$ cat src/rtl/wave_seq_pkg.sv
// Shared types and constants for the waveform segment sequencer.
//   seq_state_t  : sequencer FSM states
//   seg_entry_t  : one table entry (waveform, frequency word, duty word, dwell)
//   WAVE_*       : WaveGenerator waveform select codes
//   eff_dwell()  : dwell of 0 is played as 1 cycle
package wave_seq_pkg;

  localparam int SEG_DWELL_W = 24;

  localparam logic [1:0] WAVE_NCO   = 2'b00;
  localparam logic [1:0] WAVE_CHIRP = 2'b01;
  localparam logic [1:0] WAVE_SAW   = 2'b10;
  localparam logic [1:0] WAVE_PULSE = 2'b11;

  typedef enum logic [1:0] {IDLE, LOAD, GRST, RUN} seq_state_t;

  typedef struct packed {
    logic [1:0]             wave_sel;
    logic [31:0]            freq;
    logic [31:0]            duty;
    logic [SEG_DWELL_W-1:0] dwell;
  } seg_entry_t;

  function automatic logic [SEG_DWELL_W-1:0] eff_dwell(input logic [SEG_DWELL_W-1:0] d);
    return (d == '0) ? SEG_DWELL_W'(1) : d;
  endfunction

endpackage

$ cat src/rtl/wave_seq_if.sv
// Host configuration write bus for the segment table.
//   wr_en    : write one entry this cycle
//   addr     : entry index (out-of-range writes are dropped by the table)
//   wave_sel : entry waveform select
//   freq     : entry frequency control word
//   duty     : entry pulse duty word
//   dwell    : entry dwell in clk cycles
// master = host side, slave = sequencer side.
interface wave_seq_cfg_if #(
  parameter int ADDR_W  = 4,
  parameter int DWELL_W = 24
);
  logic               wr_en;
  logic [ADDR_W-1:0]  addr;
  logic [1:0]         wave_sel;
  logic [31:0]        freq;
  logic [31:0]        duty;
  logic [DWELL_W-1:0] dwell;

  modport master (output wr_en, addr, wave_sel, freq, duty, dwell);
  modport slave  (input  wr_en, addr, wave_sel, freq, duty, dwell);
endinterface

$ cat src/rtl/wave_seq_mem.sv
// Segment table: DEPTH x seg_entry_t register file, not reset.
//   clk      : system clock
//   wr_en    : write request; dropped when wr_addr >= DEPTH
//   wr_addr  : write index
//   wr_data  : entry to store
//   rd_en    : read request; rd_data updates on the next edge
//   rd_addr  : read index
//   rd_data  : registered read data (old contents on a same-address write)
module wave_seq_mem
  import wave_seq_pkg::*;
#(
  parameter int DEPTH  = 16,
  parameter int ADDR_W = 4
) (
  input  logic              clk,
  input  logic              wr_en,
  input  logic [ADDR_W-1:0] wr_addr,
  input  seg_entry_t        wr_data,
  input  logic              rd_en,
  input  logic [ADDR_W-1:0] rd_addr,
  output seg_entry_t        rd_data
);
  localparam int IDX_W = (DEPTH > 1) ? $clog2(DEPTH) : 1;

  seg_entry_t mem [DEPTH];
  logic       wr_ok;
  logic       rd_ok;

  assign wr_ok = wr_en && (int'(wr_addr) < DEPTH);
  assign rd_ok = rd_en && (int'(rd_addr) < DEPTH);

  // Both ports are non-blocking on the same edge, so a colliding read sees old data.
  always_ff @(posedge clk) begin
    if (wr_ok) mem[wr_addr[IDX_W-1:0]] <= wr_data;
    if (rd_ok) rd_data <= mem[rd_addr[IDX_W-1:0]];
  end

endmodule

$ cat src/rtl/wave_sequencer.sv
// Plays a programmed list of waveform segments into a WaveGenerator.
//   clk, rst_n  : system clock, async active-low reset
//   cfg         : table write bus (slave)
//   num_entries : list length, clamped to DEPTH, sampled on start
//   loop_en     : wrap to entry 0 at list end (re-read at list end)
//   start, stop : start from IDLE; stop aborts from any state
//   wave_sel, freq_ctrl, pulse_duty : registered generator controls
//   gen_rst     : generator reset, high in IDLE and GRST
//   busy        : high outside IDLE
//   seg_idx     : index of the segment currently driven
//   done        : one-cycle pulse when a non-looping list ends
//
// state | meaning
// IDLE  | waiting for start, generator held in reset
// LOAD  | table read of entry idx in flight
// GRST  | new entry on outputs, generator reset for RST_CYC cycles
// RUN   | generator running, dwell counter counting down
module wave_sequencer
  import wave_seq_pkg::*;
#(
  parameter int DEPTH   = 16,
  parameter int ADDR_W  = 4,
  parameter int DWELL_W = SEG_DWELL_W,
  parameter int RST_CYC = 2
) (
  input  logic              clk,
  input  logic              rst_n,
  wave_seq_cfg_if.slave     cfg,
  input  logic [ADDR_W:0]   num_entries,
  input  logic              loop_en,
  input  logic              start,
  input  logic              stop,
  output logic [1:0]        wave_sel,
  output logic [31:0]       freq_ctrl,
  output logic [31:0]       pulse_duty,
  output logic              gen_rst,
  output logic              busy,
  output logic [ADDR_W-1:0] seg_idx,
  output logic              done
);
  localparam int RC_W = (RST_CYC > 1) ? $clog2(RST_CYC) : 1;

  seq_state_t          state, state_nxt;
  logic [ADDR_W-1:0]   idx;
  logic [ADDR_W:0]     n_act;
  logic [ADDR_W:0]     n_clamp;
  logic [DWELL_W-1:0]  cnt;
  logic [RC_W-1:0]     rst_cnt;
  logic                last;
  logic                rd_en;
  logic [ADDR_W-1:0]   rd_addr;
  seg_entry_t          wr_data;
  seg_entry_t          rd_data;

  assign wr_data = '{wave_sel: cfg.wave_sel, freq: cfg.freq, duty: cfg.duty,
                     dwell: SEG_DWELL_W'(cfg.dwell)};

  wave_seq_mem #(.DEPTH(DEPTH), .ADDR_W(ADDR_W)) u_mem (
    .clk     (clk),
    .wr_en   (cfg.wr_en),
    .wr_addr (cfg.addr),
    .wr_data (wr_data),
    .rd_en   (rd_en),
    .rd_addr (rd_addr),
    .rd_data (rd_data)
  );

  assign n_clamp = (num_entries > (ADDR_W+1)'(DEPTH)) ? (ADDR_W+1)'(DEPTH) : num_entries;
  assign last    = ({1'b0, idx} == (n_act - 1'b1));
  assign gen_rst = (state == IDLE) || (state == GRST);
  assign busy    = (state != IDLE);

  // The read is issued on the transition into LOAD so the entry is ready by the end of LOAD.
  always_comb begin
    state_nxt = state;
    rd_en     = 1'b0;
    rd_addr   = idx;
    unique case (state)
      IDLE: if (start && n_clamp != '0) begin
        state_nxt = LOAD;
        rd_en     = 1'b1;
        rd_addr   = '0;
      end
      LOAD: state_nxt = GRST;
      GRST: if (rst_cnt == '0) state_nxt = RUN;
      RUN: if (cnt == DWELL_W'(1)) begin
        if (!last) begin
          state_nxt = LOAD;
          rd_en     = 1'b1;
          rd_addr   = idx + 1'b1;
        end else if (loop_en) begin
          state_nxt = LOAD;
          rd_en     = 1'b1;
          rd_addr   = '0;
        end else begin
          state_nxt = IDLE;
        end
      end
      default: state_nxt = IDLE;
    endcase
    if (stop) begin
      state_nxt = IDLE;
      rd_en     = 1'b0;
    end
  end

  always_ff @(posedge clk or negedge rst_n) begin
    if (!rst_n) begin
      state      <= IDLE;
      idx        <= '0;
      n_act      <= '0;
      cnt        <= '0;
      rst_cnt    <= '0;
      wave_sel   <= '0;
      freq_ctrl  <= '0;
      pulse_duty <= '0;
      seg_idx    <= '0;
      done       <= 1'b0;
    end else begin
      state <= state_nxt;
      // RUN -> IDLE without stop can only be the natural end of a non-looping list.
      done  <= (state == RUN) && (state_nxt == IDLE) && !stop;
      if (rd_en) idx <= rd_addr;
      if (state == IDLE && state_nxt == LOAD) n_act <= n_clamp;
      if (state == LOAD && state_nxt == GRST) begin
        wave_sel   <= rd_data.wave_sel;
        freq_ctrl  <= rd_data.freq;
        pulse_duty <= rd_data.duty;
        seg_idx    <= idx;
        cnt        <= DWELL_W'(eff_dwell(rd_data.dwell));
        rst_cnt    <= RC_W'(RST_CYC - 1);
      end else if (state == GRST) begin
        if (rst_cnt != '0) rst_cnt <= rst_cnt - 1'b1;
      end else if (state == RUN) begin
        cnt <= cnt - 1'b1;
      end
    end
  end

endmodule
$ cat src/flat_wrapper.sv
// flat-port wrapper written by rule: the top's interface ports become plain ports
module wave_sequencer_flat import wave_seq_pkg::*;
#(
  parameter int DEPTH   = 16,
  parameter int ADDR_W  = 4,
  parameter int DWELL_W = SEG_DWELL_W,
  parameter int RST_CYC = 2
)
  (clk, rst_n, num_entries, loop_en, start, stop, wave_sel, freq_ctrl, pulse_duty, gen_rst, busy, seg_idx, done, cfg_wr_en, cfg_addr, cfg_wave_sel, cfg_freq, cfg_duty, cfg_dwell);
  wave_seq_cfg_if #(.ADDR_W(ADDR_W), .DWELL_W(DWELL_W)) cfg_i ();
  input  logic clk;
  input  logic rst_n;
  input  logic [ADDR_W:0] num_entries;
  input  logic loop_en;
  input  logic start;
  input  logic stop;
  output logic [1:0] wave_sel;
  output logic [31:0] freq_ctrl;
  output logic [31:0] pulse_duty;
  output logic gen_rst;
  output logic busy;
  output logic [ADDR_W-1:0] seg_idx;
  output logic done;
  input wire logic [$bits(cfg_i.wr_en)-1:0] cfg_wr_en;
  input wire logic [$bits(cfg_i.addr)-1:0] cfg_addr;
  input wire logic [$bits(cfg_i.wave_sel)-1:0] cfg_wave_sel;
  input wire logic [$bits(cfg_i.freq)-1:0] cfg_freq;
  input wire logic [$bits(cfg_i.duty)-1:0] cfg_duty;
  input wire logic [$bits(cfg_i.dwell)-1:0] cfg_dwell;
  assign cfg_i.wr_en = cfg_wr_en;
  assign cfg_i.addr = cfg_addr;
  assign cfg_i.wave_sel = cfg_wave_sel;
  assign cfg_i.freq = cfg_freq;
  assign cfg_i.duty = cfg_duty;
  assign cfg_i.dwell = cfg_dwell;
  wave_sequencer #(.DEPTH(DEPTH), .ADDR_W(ADDR_W), .DWELL_W(DWELL_W), .RST_CYC(RST_CYC)) u_core (.clk(clk), .rst_n(rst_n), .cfg(cfg_i), .num_entries(num_entries), .loop_en(loop_en), .start(start), .stop(stop), .wave_sel(wave_sel), .freq_ctrl(freq_ctrl), .pulse_duty(pulse_duty), .gen_rst(gen_rst), .busy(busy), .seg_idx(seg_idx), .done(done));
endmodule
$ cat config.mk
export PLATFORM = sky130hd
export DESIGN_NAME = wave_sequencer_flat
export DESIGN_NICKNAME = d
export VERILOG_FILES = /design/src/rtl/wave_seq_pkg.sv /design/src/rtl/wave_seq_if.sv /design/src/rtl/wave_seq_mem.sv /design/src/rtl/wave_sequencer.sv /design/src/flat_wrapper.sv
export SDC_FILE = /design/constraint.sdc
export NUM_CORES = 2
export LEC_CHECK = 0
export BUFFER_PORTS_ARGS = -buffer_cell sky130_fd_sc_hd__clkbuf_2
export CAP_MARGIN = 40
export CORE_ASPECT_RATIO = 1.5
export CORE_UTILIZATION = 46
export DETAILED_ROUTE_END_ITERATION = 8
export SLEW_MARGIN = 15
export SYNTH_ARGS = -nofsm -noshare
export SYNTH_HDL_FRONTEND = slang
export SYNTH_SLANG_ARGS = --single-unit
$ cat constraint.sdc
create_clock -name clk -period 7.2 [get_ports clk]
set_input_delay 0.72 -clock clk [delete_from_list [all_inputs] [get_ports clk]]
set_output_delay 0.72 -clock clk [all_outputs]
set_load 0.02 [all_outputs]
==> flow_summary_export.csv <==
group,metric,value,unit
outcome,outcome,"completed",
setup_path,cp_slowest_stage_delay,0.66,ns
clocking,cts_buffers,150,
floorplan,io_pins,178,
route,drtAntennaViolNets,0,
timing,layout_min_cycle_time,4.64,ns
placed_design,place_ws,2.53,ns
logic_synthesis,yosysSeqAreaShare,0.765,
floorplan,core-area,0.137,sq mm
setup_path,startpoint,"u_core.cnt[18]$_DFFE_PN0P_",
route,dr.pass1.iters,7,
timing,setup_viol,0,
logic_synthesis,synth-seq-cells,1637,
setup_path,r2r-start,"u_core.cnt[18]$_DFFE_PN0P_",
timing,setup_slack,2.56,ns
logic_synthesis,yosys.area_share.simple,0.0827,
clocking,cts_tree,"yes",
finish,syn2layout_area_growth,12.1,%
setup_path,cp-start-kind,"flop",
finish,final_common_cell,"edfxtp_1",
finish,layout_common_cells,"edfxtp_1, nand2_1, a21oi_1",
setup_path,crit_fanout,87,
route,vias,38100,
setup_path,path_buf_inv,2,
setup_path,cp.arrival,5.29,ns
clocking,clockBufferDepth,3,
global_routing,grt_pass1_wl,236000,um
logic_synthesis,synth_area,0.0635,sq mm
logic_synthesis,synth_cell_types,61,
setup_path,timing.critical_path.cells,"or4_4, or4_4, nor3_4, a311o_1, and2_4, buf_12, buf_4, a21oi_1, a32oi_1, a22oi_1, nand2_1",
logic_synthesis,synth_mux_area_frac,0.0124,
floorplan,initial_core_util,0.465,
floorplan,die_h,457,um
clocking,cts.sinks,1637,
global_routing,antenna_found_initial,27,
setup_path,critPathRequiredTime,7.85,ns
global_routing,grt_pass1_vias,37200,
logic_synthesis,synth_warnings,0,
logic_synthesis,synthCells,4384,
logic_synthesis,synth_top_family_by_area,"compound AO/OA/AOI/OAI gates",
timing,rsz0062_at_grt,"no",
route,wl,160000,um
timing,worstMarginPinSlew,1.06,ns
setup_path,cp_top_family,"simple AND/OR/NAND/NOR gates",
finish,drive_gt1_frac,0.123,
min_path,hold_path.startpoint,"stop",
placed_design,dpl.hpwl,74200,um
logic_synthesis,avgSynthCellArea,14.5,sq um
floorplan,die_x,305,um
route,drtIter0Drc,3804,
power,leakagePower,23.3,nW
clocking,htree_num_levels,4,
route,avgRoutedWirePerCell,25.1,um
global_routing,track_usage,0.228,
timing,fin_tns_setup,0,ns
clocking,clk_latency,0.78,ns
logic_synthesis,synth-compound-area-share,0.110,
clocking,cts-root-buf,"clkbuf_16",
logic_synthesis,synth-xor-area-share,0.000689,
min_path,worstHoldPathType,"in2reg",
logic_synthesis,async_reset_ff_frac,0.0654,
timing,hold_violations,0,
timing,slew-limit-headroom,0.291,
timing,maxSlewViolCount,0,
logic_synthesis,syn-num-nets,4497,
finish,layout.nets,4591,
floorplan,fp.dieArea,0.140,sq mm
finish,fillers,11300,
global_routing,grt_max_degree,219,
placed_design,place.port_buffers,177,
setup_path,end_kind,"flop",
setup_path,path_class,"reg2reg",
clocking,path_clk_slew,0.07,ns
logic_synthesis,synth-edff-count,1530,
floorplan,rows,166,
timing,max_freq,0.215,GHz
power,ir_drop,0.446,mV
route,viasPerCell,5.98,
logic_synthesis,synth_fa_ha_area_frac,0.00158,
timing,fin_crit_sh,0.645,
finish,ff_latch_area,0.0486,sq mm
route,route.detailed.drc,0,
power,power.density,351,mW/mm^2
finish,multiInputGateArea,0.0134,sq mm
setup_path,critPathSlowestCell,"and2_4",
timing,fin_skew,0.0266,ns
global_routing,gr-total-overflow,0,
flow_run,maxCapViolCount,0,
logic_synthesis,synthFlopType,"edfxtp_1",
placed_design,gp_congestion,0.750,
setup_path,cp_common_cell,"or4_4",
[path summary, 6_finish.rpt]
kind,end,slack (ns),cells after the start
hold reg to reg,u_core.pulse_duty[15]$_DFFE_PN0N_,0.47,1
hold / removal,u_core.done$_DFF_PN0_,0.18,2
max in group asynchronous,u_core.freq_ctrl[20]$_DFFE_PN0N_,5.50,4
setup reg to reg,u_core.u_mem.rd_data[47]$_DFFE_PP_,2.56,11
setup / recovery,u_core.u_mem.rd_data[47]$_DFFE_PP_,2.56,11
min in group asynchronous,u_core.pulse_duty[10]$_DFFE_PN0N_,0.53,2
[worst reg2reg max path, delay by kind of cell, from the launching register on]
kind	cells	cell delay, ns
AOI/OAI and AO/OA	4	0.85
DFF	1	0.46
and+or+nand+nor	5	2.13
buffers and inverters	2	1.10
[layout make-up]
type / instances / area share
clock buffers: 194 / 0.0569
clock inverters: 83 / 0.0134
inverters: 20 / 0.00112
flip-flops and latches: 1637 / 0.683
well taps: 1764 / 0.0310
repair buffers: 244 / 0.0270
diodes: 7 / 0.000246
multi-input cells: 2425 / 0.188
[power by group]
group          switching (mW)  internal (mW)
clock                    3.47           4.68
combinational            3.58           1.65
sequential              0.422           11.2
[kinds of logic (layout without fill, tap and decap cells)]
logic type | count (synthesis) | in the layout
other | 0 | 7
AOI/OAI and AO/OA | 1017 | 1017
muxes | 70 | 70
xor gates and xnor gates | 5 | 5
DFF | 1637 | 1637
adders and majority gates | 8 | 8
and+or+nand+nor | 1325 | 1325
buffers and inverters | 322 | 541
[metrics by stage]
stage | area (sq um) | power (mW) | hold slack, ns | instances | utilization
floorplan | 63600 | 15.3 | 0.424 | 4384 | -
global placement | 65900 | 17.0 | 0.460 | 6077 | 0.482
detailed placement | 66100 | 17.0 | 0.465 | 6087 | 0.484
CTS | 71100 | 25.2 | 0.132 | 6365 | 0.521
global route | 71200 | 26.1 | 0.156 | 6372 | 0.521
finish | 71200 | 25.0 | 0.184 | 6374 | 0.521
[Yosys cell counts, drive strengths merged (4+ instances only)]
cell type,count,share of area
nand4,5,0.00049
edfxtp,1530,0.72
or3,6,0.00059
a22oi,180,0.021
buf,146,0.017
nand3,24,0.0019
a32oi,360,0.050
nand2,1188,0.070
o21ai,41,0.0033
nor2,38,0.0022
inv,20,0.0012
ha,8,0.0016
a21oi,405,0.032
nand3b,7,0.00083
xnor2,4,0.00055
nor3,19,0.0019
or4,8,0.0011
o31ai,5,0.00059
clkbuf,156,0.0092
mux2,68,0.012
o211ai,6,0.00071
dfrtp,107,0.042
nor4,13,0.0014
[layer usage]
metal | global-route usage | wire, um | up-vias
met4 | 0.0687 | 3660 | 18
met1 | 0.304 | 66500 | 19500
met5 | 0 | 117 | -
li1 | - | - | 16900
met2 | 0.379 | 79200 | 1308
met3 | 0.0433 | 10700 | 282
[sequential cells by signal, indices dropped and copies added (netlist names)]
signal                cells
u_core.u_mem.rd_data     90
u_core.idx                4
u_core.n_act              5
u_core.pulse_duty        32
u_core.cnt               24
u_core.freq_ctrl         32
u_core.state              2
u_core.done               1
u_core.u_mem.mem       1440
u_core.rst_cnt            1
u_core.seg_idx            4
u_core.wave_sel           2
[what timing repair did]
item | 4_1_cts | 5_1_grt
buffers inserted | 0 | 0
hold endpoints to repair | 10 | 0
hold buffers | 1 | 0
gates resized for setup | 0 | 0
No activity file was read; power rests on OpenSTA's default activity.
